[src/rtl/ascii_hex_pkg.sv]
// Shared definitions for the ASCII hex word parser: FSM encoding, terminator
// characters and error codes.
package ascii_hex_pkg;

  typedef enum logic [1:0] {
    ST_IDLE  = 2'd0,
    ST_ACCUM = 2'd1,
    ST_HOLD  = 2'd2,
    ST_SKIP  = 2'd3
  } state_e;

  localparam logic [7:0] CHAR_LF    = 8'h0A;
  localparam logic [7:0] CHAR_CR    = 8'h0D;
  localparam logic [7:0] CHAR_SPACE = 8'h20;
  localparam logic [7:0] CHAR_COMMA = 8'h2C;

  localparam logic [1:0] ERR_NONE         = 2'b00;
  localparam logic [1:0] ERR_INVALID      = 2'b01;
  localparam logic [1:0] ERR_OVERFLOW     = 2'b10;
  localparam logic [1:0] ERR_EMPTY_PREFIX = 2'b11;

endpackage

[src/rtl/ascii_hex_char_class.sv]
// Combinational classifier: splits an ASCII character into hex digit,
// word terminator or the prefix letter x/X, and extracts the digit value.
module ascii_hex_char_class
  import ascii_hex_pkg::*;
(
  input  logic [7:0] ch,
  output logic       is_digit,
  output logic       is_term,
  output logic       is_x,
  output logic [3:0] nibble
);

  always_comb begin
    // NOTE: every output gets a default first so no path leaves it unassigned,
    // which would otherwise infer a latch.
    is_digit = 1'b0;
    nibble   = 4'h0;
    if (ch >= 8'h30 && ch <= 8'h39) begin
      is_digit = 1'b1;
      nibble   = ch[3:0];
    end else if ((ch >= 8'h41 && ch <= 8'h46) || (ch >= 8'h61 && ch <= 8'h66)) begin
      // 'A'/'a' have low nibble 1, so letters map to low nibble + 9.
      is_digit = 1'b1;
      nibble   = ch[3:0] + 4'd9;
    end
  end

  assign is_term = (ch == CHAR_CR) || (ch == CHAR_LF) ||
                   (ch == CHAR_SPACE) || (ch == CHAR_COMMA);
  assign is_x    = (ch == 8'h78) || (ch == 8'h58);

endmodule

[src/rtl/ascii_hex_word_parser.sv]
// Streams ASCII characters in, emits right-justified hex words with a
// valid/ready handshake. Optional "0x" prefix support: ASCII_HEX_PREFIX_EN.
module ascii_hex_word_parser
  import ascii_hex_pkg::*;
#(
  parameter  int NUM_DIGITS = 8,
  localparam int WORD_WIDTH = 4 * NUM_DIGITS,
  localparam int CNT_W      = $clog2(NUM_DIGITS + 1)
) (
  input  logic                  clk,
  input  logic                  reset_n,
  input  logic                  ascii_valid,
  input  logic [7:0]            ascii_data,
  output logic                  ascii_ready,
  output logic                  word_valid,
  output logic [WORD_WIDTH-1:0] word_data,
  input  logic                  word_ready,
  output logic [CNT_W-1:0]      digit_count,
  output logic                  err_pulse,
  output logic [1:0]            err_code
);

  state_e                state_q, state_d;
  logic [WORD_WIDTH-1:0] shift_q, shift_d;
  logic [WORD_WIDTH-1:0] word_q, word_d;
  logic [CNT_W-1:0]      cnt_q, cnt_d;
  logic                  err_pulse_q, err_pulse_d;
  logic [1:0]            err_code_q, err_code_d;
`ifdef ASCII_HEX_PREFIX_EN
  logic                  prefix_q, prefix_d;
`endif

  logic       is_digit, is_term, is_x;
  logic [3:0] nibble;
  logic       accept;

  ascii_hex_char_class u_char_class (
    .ch       (ascii_data),
    .is_digit (is_digit),
    .is_term  (is_term),
    .is_x     (is_x),
    .nibble   (nibble)
  );

`ifndef ASCII_HEX_PREFIX_EN
  // Without the prefix feature x/X is just another invalid character.
  logic unused_is_x;
  assign unused_is_x = is_x;
`endif

  assign accept = ascii_valid && (state_q != ST_HOLD);

  // State register
  always_ff @(posedge clk or negedge reset_n) begin
    if (!reset_n) begin
      state_q     <= ST_IDLE;
      shift_q     <= '0;
      word_q      <= '0;
      cnt_q       <= '0;
      err_pulse_q <= 1'b0;
      err_code_q  <= ERR_NONE;
`ifdef ASCII_HEX_PREFIX_EN
      prefix_q    <= 1'b0;
`endif
    end else begin
      // NOTE: non-blocking assignments so every register samples the
      // pre-edge values, independent of statement order.
      state_q     <= state_d;
      shift_q     <= shift_d;
      word_q      <= word_d;
      cnt_q       <= cnt_d;
      err_pulse_q <= err_pulse_d;
      err_code_q  <= err_code_d;
`ifdef ASCII_HEX_PREFIX_EN
      prefix_q    <= prefix_d;
`endif
    end
  end

  // Next-state logic
  always_comb begin
    state_d     = state_q;
    shift_d     = shift_q;
    word_d      = word_q;
    cnt_d       = cnt_q;
    err_pulse_d = 1'b0;
    err_code_d  = err_code_q;
`ifdef ASCII_HEX_PREFIX_EN
    prefix_d    = prefix_q;
`endif

    unique case (state_q)
      ST_IDLE, ST_ACCUM: begin
        if (accept) begin
          if (is_digit) begin
            if (cnt_q == CNT_W'(NUM_DIGITS)) begin
              err_pulse_d = 1'b1;
              err_code_d  = ERR_OVERFLOW;
              state_d     = ST_SKIP;
            end else begin
              shift_d = (shift_q << 4) | WORD_WIDTH'(nibble);
              cnt_d   = cnt_q + CNT_W'(1);
              state_d = ST_ACCUM;
            end
          end else if (is_term) begin
            // A terminator in IDLE is dropped so no empty words appear.
            if (state_q == ST_ACCUM) begin
`ifdef ASCII_HEX_PREFIX_EN
              if (prefix_q && cnt_q == '0) begin
                err_pulse_d = 1'b1;
                err_code_d  = ERR_EMPTY_PREFIX;
                state_d     = ST_IDLE;
                shift_d     = '0;
                cnt_d       = '0;
                prefix_d    = 1'b0;
              end else begin
                word_d  = shift_q;
                state_d = ST_HOLD;
              end
`else
              word_d  = shift_q;
              state_d = ST_HOLD;
`endif
            end
          end
`ifdef ASCII_HEX_PREFIX_EN
          // "0x": the lone leading zero is the prefix, not a digit.
          else if (is_x && state_q == ST_ACCUM && cnt_q == CNT_W'(1) &&
                   shift_q == '0 && !prefix_q) begin
            cnt_d    = '0;
            prefix_d = 1'b1;
          end
`endif
          else begin
            err_pulse_d = 1'b1;
            err_code_d  = ERR_INVALID;
            state_d     = ST_SKIP;
          end
        end
      end

      ST_HOLD: begin
        if (word_ready) begin
          state_d  = ST_IDLE;
          shift_d  = '0;
          cnt_d    = '0;
`ifdef ASCII_HEX_PREFIX_EN
          prefix_d = 1'b0;
`endif
        end
      end

      ST_SKIP: begin
        if (accept && is_term) begin
          state_d  = ST_IDLE;
          shift_d  = '0;
          cnt_d    = '0;
`ifdef ASCII_HEX_PREFIX_EN
          prefix_d = 1'b0;
`endif
        end
      end

      default: state_d = ST_IDLE;
    endcase
  end

  // Output logic
  always_comb begin
    ascii_ready = (state_q != ST_HOLD);
    word_valid  = (state_q == ST_HOLD);
  end

  assign word_data   = word_q;
  assign digit_count = cnt_q;
  assign err_pulse   = err_pulse_q;
  assign err_code    = err_code_q;

endmodule

[config.mk]
export PLATFORM = sky130hd
export DESIGN_NAME = ascii_hex_word_parser
export DESIGN_NICKNAME = d
export VERILOG_FILES = /design/src/rtl/ascii_hex_pkg.sv /design/src/rtl/ascii_hex_char_class.sv /design/src/rtl/ascii_hex_word_parser.sv
export SDC_FILE = /design/constraint.sdc
export NUM_CORES = 1
export LEC_CHECK = 0
export BUFFER_PORTS_ARGS = -buffer_cell sky130_fd_sc_hd__buf_4
export CORE_MARGIN = 5
export CORE_UTILIZATION = 35
export CTS_CLUSTER_DIAMETER = 120
export CTS_CLUSTER_SIZE = 30
export DETAILED_ROUTE_END_ITERATION = 10
export SETUP_SLACK_MARGIN = 0.3
export SLEW_MARGIN = 20
export SYNTH_ARGS = -nofsm -noshare
export SYNTH_HDL_FRONTEND = slang
export SYNTH_SLANG_ARGS = --single-unit
[constraint.sdc]
create_clock -name clk -period 2.9 [get_ports clk]
set_input_delay 0.58 -clock clk [delete_from_list [all_inputs] [get_ports clk]]
set_output_delay 0.58 -clock clk [all_outputs]
set_load 0.005 [all_outputs]
==> impl_metrics.py <==
metrics = {
    "route": {
        "drt_pre_antenna_iters": 4,
        "ant_nets": 0,
        "viasPerCell": 5.07,
        "wl_per_cell_um": 15.9,
        "drc": 0,
        "routed_wl_mm": 6.06,
        "num_vias": 1930,
        "dr.first_iter.drc_count": 105,
    },
    "setup_path": {
        "reg2reg_to": "shift_q[3]$_DFFE_PN0P_",
        "cp_common_cell": "buf_4",
        "reg2reg_slack_ns": 1.07,
        "path_max_fanout": 32,
        "cp_slowest_cell": "a2111oi_4",
        "arrival_ns": 2.44,
        "path_cells": "buf_4 > inv_1 > ha_1 > o21ai_2 > a2111oi_4 > and2_2 > nand3_4 > buf_4 > mux2_1",
        "r2r_start": "digit_count[1]$_DFFE_PN0P_",
        "required_ns": 3.13,
        "end_kind": "register",
        "critPathLaunchType": "input port",
        "timing.critical_path.to": "word_data[4]$_DFFE_PN0P_",
        "max_stage_delay_ns": 0.39,
        "crit_start": "ascii_data[1]",
        "critPathKind": "in2reg",
        "worstRegToRegCells": 7,
    },
    "place": {
        "portBuffers": 52,
        "placed_cells": 365,
        "dp_hpwl_mm": 3.99,
        "gp_congestion": 0.825,
        "place_ws_ns": 0.328,
    },
    "yosys": {
        "ys.warnings.count": 0,
        "postSynthCellCount": 212,
        "synthTopCellsByArea": "dfrtp_1 (60%), a22o_1 (9.7%), mux2_2 (9.2%)",
        "synth_cell_type_count": 37,
        "netlist_area_um2": 3060,
        "synth.most_common_cell": "dfrtp_1",
        "yosysTopAreaCell": "dfrtp_1",
        "synth_edf_count": 0,
        "ys_ff_latch": 73,
        "synth_commonest_cells": "dfrtp_1 (73), a22o_1 (34), mux2_2 (25)",
        "syn_nets": 230,
        "ys.flop_type": "dfrtp_1",
        "synth_top_area_share": 0.598,
        "ys_seq_area_frac": 0.598,
        "syn_avg_cell_area_um2": 14.4,
        "ys_async_sr_fraction": 1.00,
    },
    "timing": {
        "maxSlewHeadroom": 0.394,
        "worst_slew_pin_slew_ns": 0.909,
        "hold_viol": 0,
        "whs_ns": 0.364,
        "fin_crit_sh": 0.761,
        "finClkSkew_ns": 0.00467,
        "setup_ws_ns": 0.692,
        "max_clock_freq_ghz": 0.453,
        "finalSetupViolCount": 0,
        "finalCriticalPeriod_ns": 2.21,
        "drv_slew": 0,
        "rsz0062_at_grt": "false",
        "fin_tns_setup_ns": 0,
    },
    "layout": {
        "antennaDiodeCount": 0,
        "area_delta_synth_final_pct": 22.9,
        "finalNonFillerCells": 381,
        "post-route-util": 0.435,
        "drive_gt1_frac": 0.399,
        "fin_nets": 286,
    },
    "clocking": {
        "clk_latency_ns": 0.34,
        "cts_root_buf": "clkbuf_8",
        "clkSinkCount": 73,
        "cts_tree": "done",
        "cts_setup_buffers": 0,
        "htreeDepth": 3,
        "clock_path_buffers": 2,
        "ctsResizeCount": 0,
        "ctsHoldBuffers": 0,
        "path_clk_slew_ns": 0.08,
        "cts_buffers": 9,
    },
    "floorplanning": {
        "coreArea_um2": 8640,
        "die_w_um": 103,
        "std_cell_rows": 34,
        "ios": 53,
        "dieArea_um2": 10700,
        "initial_core_util": 0.354,
        "die_height_um": 103,
    },
    "global_routing": {
        "grt_max_degree": 74,
        "track_usage": 0.122,
        "grt_pass1_vias": 1977,
        "grt-ovfl-total": 0,
        "antenna_found_initial": 0,
        "grt_pass1_wl_mm": 9.98,
    },
    "pwr": {
        "p_leak_nw": 1.95,
        "vdd_ir_drop_max_v": 0.000391,
        "p_per_area_nw_per_um2": 628,
    },
    "worst_hold_path": {
        "worstHoldPathType": "in2async",
    },
    "status": {
        "status": "finished, final reports clean",
    },
    "flow_run": {
        "max-cap-violations": 0,
    },
}
==> layout by cell type, fill, tap and decap left out, drive strengths merged, types with 3 or more instances in the layout <==
cell / n
a21o: 3
a21oi: 3
a22o: 34
buf: 55
bufinv: 3
clkbuf: 10
dfrtp: 73
ha: 6
inv: 11
mux2: 34
nand2: 6
nand3: 4
o21ai: 6
o22ai: 3
==> power breakdown <==
group	internal, mW	switching [mW]	total (mW)
sequential	1.07	0.0505	1.12
combinational	0.128	0.149	0.277
clock	0.576	0.384	0.961
total	1.78	0.584	2.36
==> worst max-delay path, delay by kind of cell <==
family / cells / cell delay, ns
simple gates: 2 / 0.30
fa+ha+maj: 1 / 0.21
mux: 1 / 0.36
buf+inv: 3 / 0.50
compound gates: 2 / 0.47
==> routing by layer <==
metal	wire, µm	vias to the layer above	global-route usage
met2	2760	61	0.180
met3	433	2	0.0483
met1	2850	975	0.165
li1	-	892	-
met4	18	0	0.0359
met5	0	-	0
==> worst min-delay path by stage <==
stage,cells past startpoint,endpoint,start
floorplan,0,digit_count[0]$_DFFE_PN0P_,reset_n
global placement,1,shift_q[29]$_DFFE_PN0P_,shift_q[29]$_DFFE_PN0P_
detailed placement,1,shift_q[30]$_DFFE_PN0P_,shift_q[30]$_DFFE_PN0P_
CTS,1,word_data[26]$_DFFE_PN0P_,reset_n
global route,1,word_data[28]$_DFFE_PN0P_,reset_n
finish,1,word_data[26]$_DFFE_PN0P_,reset_n
==> sequential cells by signal, indices dropped and copies added (netlist names) <==
name	count
digit_count	4
word_data	32
err_pulse	1
err_code	2
shift_q	32
state_q	2
==> through the flow <==
stage | area, µm² | power [mW]
after global routing | 3760 | 2.48
after floorplan | 3060 | 1.30
after global placement | 3510 | 1.42
final | 3760 | 2.36
after detailed placement | 3510 | 1.42
after CTS | 3760 | 2.40
==> logic make-up (layout without fill, tap and decap cells) <==
kind of cell / Yosys count / count (layout) / synth area share
buffers and inverters: 20 / 81 / 0.0418
adders and majority gates: 6 / 6 / 0.0246
DFF: 73 / 73 / 0.598
AOI/OAI and AO/OA: 56 / 56 / 0.154
and+or+nand+nor: 21 / 21 / 0.0426
muxes: 35 / 35 / 0.137
xor gates and xnor gates: 1 / 1 / 0.00287
==> layout make-up <==
type	instances	area, µm²
Multi-Input combinational cell	119	1100
Inverter	10	37.5
Timing Repair Buffer	55	413
Clock buffer	10	128
Sequential cell	73	1830
Tap cell	108	135
Clock inverter	6	115
Fill cell	813	4880
(Power assumes the default switching activity.)
